==> src/rtl/music_pkg.sv <==
// Shared definitions for the song controller: state encoding, default
// index widths, ROM field widths and the note payload handed to the player.
package music_pkg;

  localparam int unsigned SONG_W_DEF  = 2;
  localparam int unsigned NOTE_W_DEF  = 5;
  localparam int unsigned NOTE_CODE_W = 6;
  localparam int unsigned DUR_W       = 6;

  typedef enum logic [2:0] {
    S_PAUSED  = 3'd0,
    S_FETCH   = 3'd1,
    S_LOAD    = 3'd2,
    S_PLAYING = 3'd3,
    S_END     = 3'd4
  } state_e;

  // Note payload presented to the note player.
  typedef struct packed {
    logic [NOTE_CODE_W-1:0] note;
    logic [DUR_W-1:0]       duration;
  } note_t;

endpackage : music_pkg

==> src/rtl/song_controller.sv <==
// Song sequencer: walks a song ROM note by note, hands each note to the note
// player, and handles play/pause and skip-to-next-song requests.
//
// Ports:
//   clk, rst_n             clock, asynchronous active-low reset
//   play, next, note_done  one-cycle request pulses
//   rom_note, rom_duration ROM data, valid one cycle after rom_addr
//   rom_addr               {song_idx, note_idx}, combinational from registers
//   note, duration         registered note payload for the player
//   load_new_note          pulse: note/duration freshly loaded
//   playing                high in every state except PAUSED
//   song_end               pulse: song finished on its own
//   song                   current song index
module song_controller
  import music_pkg::*;
#(
  parameter int unsigned SONG_W = SONG_W_DEF,
  parameter int unsigned NOTE_W = NOTE_W_DEF
) (
  input  logic                     clk,
  input  logic                     rst_n,
  input  logic                     play,
  input  logic                     next,
  input  logic                     note_done,
  input  logic [NOTE_CODE_W-1:0]   rom_note,
  input  logic [DUR_W-1:0]         rom_duration,
  output logic [SONG_W+NOTE_W-1:0] rom_addr,
  output logic [NOTE_CODE_W-1:0]   note,
  output logic [DUR_W-1:0]         duration,
  output logic                     load_new_note,
  output logic                     playing,
  output logic                     song_end,
  output logic [SONG_W-1:0]        song
);

  localparam logic [NOTE_W-1:0] NOTE_MAX = '1;

  state_e              state_q, state_d;
  logic [SONG_W-1:0]   song_q, song_d;
  logic [NOTE_W-1:0]   note_idx_q, note_idx_d;
  note_t               note_q, note_d;
  logic                load_q, load_d;
  logic                song_end_q, song_end_d;
  logic                playing_q, playing_d;

  // State register.
  always_ff @(posedge clk or negedge rst_n) begin
    if (!rst_n) begin
      state_q <= S_PAUSED;
    end else begin
      state_q <= state_d;
    end
  end

  // Next-state logic; next outranks everything and is honoured in every state.
  always_comb begin
    state_d = state_q;
    if (next) begin
      state_d = (state_q == S_PAUSED) ? S_PAUSED : S_FETCH;
    end else begin
      case (state_q)
        S_PAUSED:  if (play) state_d = S_FETCH;
        S_FETCH:   state_d = S_LOAD;
        S_LOAD:    state_d = (rom_duration == '0) ? S_END : S_PLAYING;
        S_PLAYING: begin
          if (play) begin
            state_d = S_PAUSED;
          end else if (note_done) begin
            // Last slot of a song ends it rather than wrapping to note 0.
            state_d = (note_idx_q == NOTE_MAX) ? S_END : S_FETCH;
          end
        end
        S_END:     state_d = S_PAUSED;
        default:   state_d = S_PAUSED;
      endcase
    end
  end

  // Datapath and output next values.
  always_comb begin
    song_d     = song_q;
    note_idx_d = note_idx_q;
    note_d     = note_q;
    load_d     = 1'b0;
    song_end_d = 1'b0;
    if (next) begin
      song_d     = song_q + SONG_W'(1);
      note_idx_d = '0;
      note_d     = '0;
    end else begin
      case (state_q)
        S_LOAD: begin
          if (rom_duration != '0) begin
            note_d = '{note: rom_note, duration: rom_duration};
            load_d = 1'b1;
          end
        end
        S_PLAYING: begin
          // Pausing keeps note_idx so resume replays the current note.
          if (play) begin
            note_d = '0;
          end else if (note_done && (note_idx_q != NOTE_MAX)) begin
            note_idx_d = note_idx_q + NOTE_W'(1);
          end
        end
        S_END: begin
          song_d     = song_q + SONG_W'(1);
          note_idx_d = '0;
          note_d     = '0;
          song_end_d = 1'b1;
        end
        default: ;
      endcase
    end
    playing_d = (state_d != S_PAUSED);
  end

  // Datapath and output registers.
  always_ff @(posedge clk or negedge rst_n) begin
    if (!rst_n) begin
      song_q     <= '0;
      note_idx_q <= '0;
      note_q     <= '0;
      load_q     <= 1'b0;
      song_end_q <= 1'b0;
      playing_q  <= 1'b0;
    end else begin
      song_q     <= song_d;
      note_idx_q <= note_idx_d;
      note_q     <= note_d;
      load_q     <= load_d;
      song_end_q <= song_end_d;
      playing_q  <= playing_d;
    end
  end

  assign rom_addr      = {song_q, note_idx_q};
  assign note          = note_q.note;
  assign duration      = note_q.duration;
  assign load_new_note = load_q;
  assign song_end      = song_end_q;
  assign playing       = playing_q;
  assign song          = song_q;

endmodule : song_controller
==> config.mk <==
export PLATFORM = sky130hd
export DESIGN_NAME = song_controller
export DESIGN_NICKNAME = d
export VERILOG_FILES = /design/src/rtl/music_pkg.sv /design/src/rtl/song_controller.sv
export SDC_FILE = /design/constraint.sdc
export NUM_CORES = 1
export LEC_CHECK = 0
export ABC_AREA = 1
export ABC_CLOCK_PERIOD_IN_PS = 3000
export BUFFER_PORTS_ARGS = -buffer_cell sky130_fd_sc_hd__buf_2
export CAP_MARGIN = 20
export CORE_MARGIN = 1
export CORE_UTILIZATION = 35
export CTS_BUF_LIST = sky130_fd_sc_hd__clkbuf_16
export DETAILED_ROUTE_END_ITERATION = 10
export SYNTH_ARGS = -nofsm -noshare
export SYNTH_HDL_FRONTEND = slang
export SYNTH_SLANG_ARGS = --single-unit
==> constraint.sdc <==
create_clock -name clk -period 3 [get_ports clk]
set_input_delay 0.6 -clock clk [delete_from_list [all_inputs] [get_ports clk]]
set_output_delay 0.6 -clock clk [all_outputs]
set_load 0.05 [all_outputs]
* After elaboration in Yosys (flattened, before gate mapping)
Cells that the tools add are included.
** Operators by class
- Eq/ne operators :: 10
- Add/subtract/negate cells :: 2
- Reduce and logical (&&, ||, !) cells :: 10
- Muxes and demuxes :: 23
** Operators by type and width (count)
- $mux W12 :: 3
- $pmux W12 S3 :: 1
- $mux W3 :: 6
- $mux W5 :: 3
- $ne A3 B3 Y1 const B :: 4
- $pmux W3 S4 :: 1
- $pmux W5 S2 :: 1
- $eq A3 B2 Y1 const B :: 2
- $logic_not A6 Y1 :: 1
- $mux W1 :: 6
- $reduce_and A3 Y1 :: 2
- $reduce_bool A3 Y1 :: 2
- $reduce_bool A6 Y1 :: 1
- $add A5 B1 Y5 const B :: 1
- $eq A5 B5 Y1 const B :: 1
- $ne A5 B5 Y1 const B :: 1
- $mux W2 :: 2
- $reduce_bool A4 Y1 :: 1
- $eq A3 B1 Y1 const B :: 1
- $eq A3 B3 Y1 const B :: 1
- $logic_not A3 Y1 :: 1
- $add A2 B1 Y2 const B :: 1
- $reduce_bool A2 Y1 :: 1
- $logic_and A1 B1 Y1 :: 1
** Word-level totals
- Output and inout port bits :: 24
- Logic and storage cells :: 53
- Bits of input ports :: 17
- Flip-flop bits (word level) :: 25

* Depth between registers and ports, before layout
- Word-level depth :: 7
- Depth in mapped cells :: 10
- Mapped depth without buffers :: 10

* Least setup slack after synthesis
OpenSTA, ideal clock, no wires.
- Path type :: reg2reg
- From :: reg note_idx_q[0]
- To :: reg note_idx_q[1]
- Cell stages (with the launch flop) :: 11
- Period minus slack after synthesis :: 1833 ps
- Buffers on the path :: 0
- Arrival time :: 1715 ps
- Library setup time :: 118 ps
- Slack :: 1167 ps
- Required time :: 2882 ps
- Cells stage by stage :: dfrtp_1 > ha_1 > nand2_1 > nor2_1 > ha_1 > nor2_1 > nand3_1 > nand2_1 > inv_1 > nand2_1 > nand2_1
** Between the ends
- Longest elaborated chain between the ends :: 5
- Elaborated cells on any way between the ends :: 9
- Those cells by class :: add/sub: 1; eq/ne: 2; mux: 4; reduce/logical: 2
** Ends and longest elaborated chain
- start: declaration :: RTL line song_controller.sv:40 : logic [NOTE_W-1:0] note_idx_q, note_idx_d;
- start signal: assignment :: RTL line song_controller.sv:129 : note_idx_q <= note_idx_d;
- $add A5 B1 Y5 :: RTL line song_controller.sv:103 : note_idx_d = note_idx_q + NOTE_W'(1);
- $mux W5 :: RTL line song_controller.sv:102 : end else if (note_done && (note_idx_q != NOTE_MAX)) begin
- $mux W5 :: RTL line song_controller.sv:100 : if (play) begin
- $pmux W5 S2 :: RTL line song_controller.sv:91 : case (state_q)
- $mux W5 :: RTL line song_controller.sv:86 : if (next) begin
Several ways; a longest one is shown, not always the timed one. The select of a mux whose other input is x is not followed.
A chain may end at the register's enable or synchronous reset.

* Worst setup path after layout
Ends and elaborated chain as after synthesis.

==> reports/results.tsv <==
stage	metric	value	unit
power_and_ir_drop	switching part of the total	45.4	%
critical_path	FF-to-FF Start	note_idx_q[0]	
layout	Post-Layout Inst Area	1470	sq um
critical_path	CP bufs+invs	1	
synth	#FFs+latches synth	25	
clock_network	Post-CTS Hold Fix Bufs	0	
critical_path	Setup crit end kind	register	
critical_path	reg-to-reg slack, setup	1290	ps
placed_design	IO Port Bufs	40	
floorplan	# rows	20	
timing	Final min period	1710	ps
floorplan	Die H	59.7	um
global_routing	grt total ovfl	0	
power_and_ir_drop	combinational power share	41.6	%
layout	Layout Cells excl Fill	226	
detailed_routing	via density per instance	4.54	
clock_network	total CTS buffers	3	
power_and_ir_drop	Final Power	1310	uW
synth	Synthesis Warnings	0	
floorplan	Die Width	59.7	um
status	status	finished clean	
timing	Setup Skew	1.69	ps
synth	syn nets	161	
layout	Storage cell area	626	sq um
layout	n_diodes	0	
detailed_routing	via count	1025	
detailed_routing	post-route ant nets	0	
placed_design	placed cell area	1390	sq um
timing	Slew headroom	63.3	%
clock_network	number of gates resized after CTS	0	
global_routing	vias in the first global route	946	
critical_path	R2R cell count	10	
detailed_routing	routed len/inst	10.4	um
synth	count of different cell masters after synthesis	20	
critical_path	Worst Path Class, Setup	register to register	
critical_path	Slowest-stage cell, CP	dfrtp_1	
synth	register area share after synthesis	53.7	%
clock_network	Max clock buf depth	2	
clock_network	CTS Sinks	25	
clock_network	Clock transition at path regs	60	ps
critical_path	critical path's most frequent cell	nand2_1	
run	MaxCap Viol Count	0	
layout	nets	202	
floorplan	die area	3560	sq um
critical_path	data required time of the critical path	3150	ps
clock_network	Clk Latency, worst-skew pair	250	ps
detailed_routing	Initial DRC Count	79	
critical_path	Worst Path Arrival	1860	ps
critical_path	maximum fanout along the worst path	5	
timing	worst slew pin tran	550	ps
clock_network	setup bufs post-CTS	0	
synth	Mean Syn Cell Area	8.20	sq um
power_and_ir_drop	Pint	715	uW
timing	Final Cycle Share	56.9	%
critical_path	CP Cell Sequence	ha_1, nand2_1, nor2_1, ha_1, nor2_1, nand3_1, nand2_1, inv_1, nand2_1, nand2_1	
synth	Synth Instances	142	
power_and_ir_drop	net load switching power	595	uW
timing	unrepaired setup endpoints after global routing	no	
min_path	Hold Path Class	input port to async pin	
global_routing	initial antenna violation count	0	
timing	final setup violation count	0	
timing	Final Max Tran Viols	0	
placed_design	hpwl dp	1.80	mm
detailed_routing	drt pass-1 iters	4	
floorplan	I/O pin total	41	
floorplan	CORE AREA	3100	sq um
critical_path	max incr delay on CP	430	ps
power_and_ir_drop	Seq pwr share	35.7	%
clock_network	htree depth	1	
placed_design	placed insts	222	
critical_path	terminus of the critical flop-to-flop path	note_idx_q[1]	
critical_path	CP top delay family	simple AND/OR/NAND/NOR gates	
power_and_ir_drop	Leakage	0.000845	uW
layout	fillers	317	
detailed_routing	drt drc	0	
synth	Cell Area, Synth	1160	sq um
layout	Multi-input gate area	464	sq um
timing	TNS Setup	0	ps
timing	Hold Fails Final Rpt	0	
placed_design	RePlAce Congestion	0.904	
power_and_ir_drop	clock power share	22.7	%
global_routing	GR Util All Layers	14.9	%
critical_path	Startpoint Class	register	
clock_network	Root Buffer	clkbuf_16	
power_and_ir_drop	pwr/cell area	892	nW/um^2
global_routing	largest net degree at the start of global routing	26	
layout	share of cells above drive strength 1	28.0	%
detailed_routing	Routed WL	2.34	mm
floorplan	starting density of the core	37.5	%
power_and_ir_drop	Worst VDD drop	0.000345	V
layout	Final Core Density	47.3	%
timing	Peak Freq	586	MHz
layout	area grow syn2layout	26.1	%
global_routing	first-pass GRT wire length	3.96	mm
clock_network	CTS tree	yes	
-- layout make-up --
class | count | area share (%)
Sequential cell | 25 | 42.6
Multi-Input combinational cell | 102 | 31.6
Timing Repair Buffer | 40 | 13.6
Clock buffer | 3 | 5.11
Tap cell | 44 | 3.75
Inverter | 11 | 2.81
Clock inverter | 1 | 0.511
-- sequential cells by signal, indices dropped and copies added, names as in the netlist --
register	count
load_new_note	1
song_end	1
playing	1
duration	6
state_q	3
song	2
note	6
note_idx_q	5
-- cell usage after synthesis (all sizes together) --
cell type	count	area share (%)
nand4	2	1.1
buf	4	2.9
inv	11	3.5
o21ai	2	0.86
nand2	55	18
nand3	10	4.7
a21boi	1	0.64
a21oi	5	2.1
xor2	1	0.75
xnor2	1	0.75
ha	2	2.1
nor3	3	1.3
nor2	20	7.3
dfrtp	25	54
-- worst max-delay path by stage --
stage	startpoint	end	slack, ps	depth (start not counted)
2_1_floorplan	note_idx_q[0]	note_idx_q[1]	1170	10
3_3_place_gp	note_idx_q[0]	note_idx_q[1]	1310	10
3_5_place_dp	note_idx_q[0]	note_idx_q[1]	1300	10
4_1_cts	note_idx_q[0]	note_idx_q[1]	1290	10
5_1_grt	note_idx_q[0]	note_idx_q[1]	1140	10
6_report	note_idx_q[0]	note_idx_q[1]	1290	10
-- per-layer routing --
layer / track usage, % / vias up / routed length [um]
li1: - / 525 / -
met1: 19.9 / 454 / 1170
met2: 23.5 / 44 / 992
met3: 4.76 / 2 / 176
met4: 3.65 / 0 / 9
met5: 0 / - / 0
-- placed cells by master (no fill, tap or decap) --
cell type / count
nand2_2: 2
nand3_2: 1
a21oi_1: 5
ha_1: 2
o21ai_0: 2
inv_2: 2
nor2_4: 1
xor2_1: 1
clkbuf_16: 3
buf_2: 40
nor2_1: 18
nand2_1: 53
xnor2_1: 1
dfrtp_1: 25
clkinvlp_4: 1
nor2_2: 1
nand4_1: 2
a21boi_0: 1
nor3_1: 3
inv_1: 9
nand3_1: 9
-- cells by family after synthesis --
group	after synthesis	synth area share, %
xor+xnor	2	1.50
buf+inv	15	6.44
compound gates	8	3.65
flops	25	53.7
fa+ha+maj	2	2.15
simple gates	90	32.5
-- power groups by stage --
stage	Sequential [uW]	Combinational, uW	Clock (uW)
6_report	468	545	298
5_1_grt	479	595	317
4_1_cts	468	550	307
3_5_place_dp	474	549	0
3_3_place_gp	471	546	0
2_1_floorplan	685	231	0
-- through the flow --
stage / hold slack, ps / worst slack [ps]
final: 326 / 1290
after global routing: 370 / 1140
after CTS: 350 / 1290
after detailed placement: 456 / 1300
after global placement: 449 / 1310
after floorplan: 304 / 1170
No activity file was read; power rests on OpenSTA's default activity.
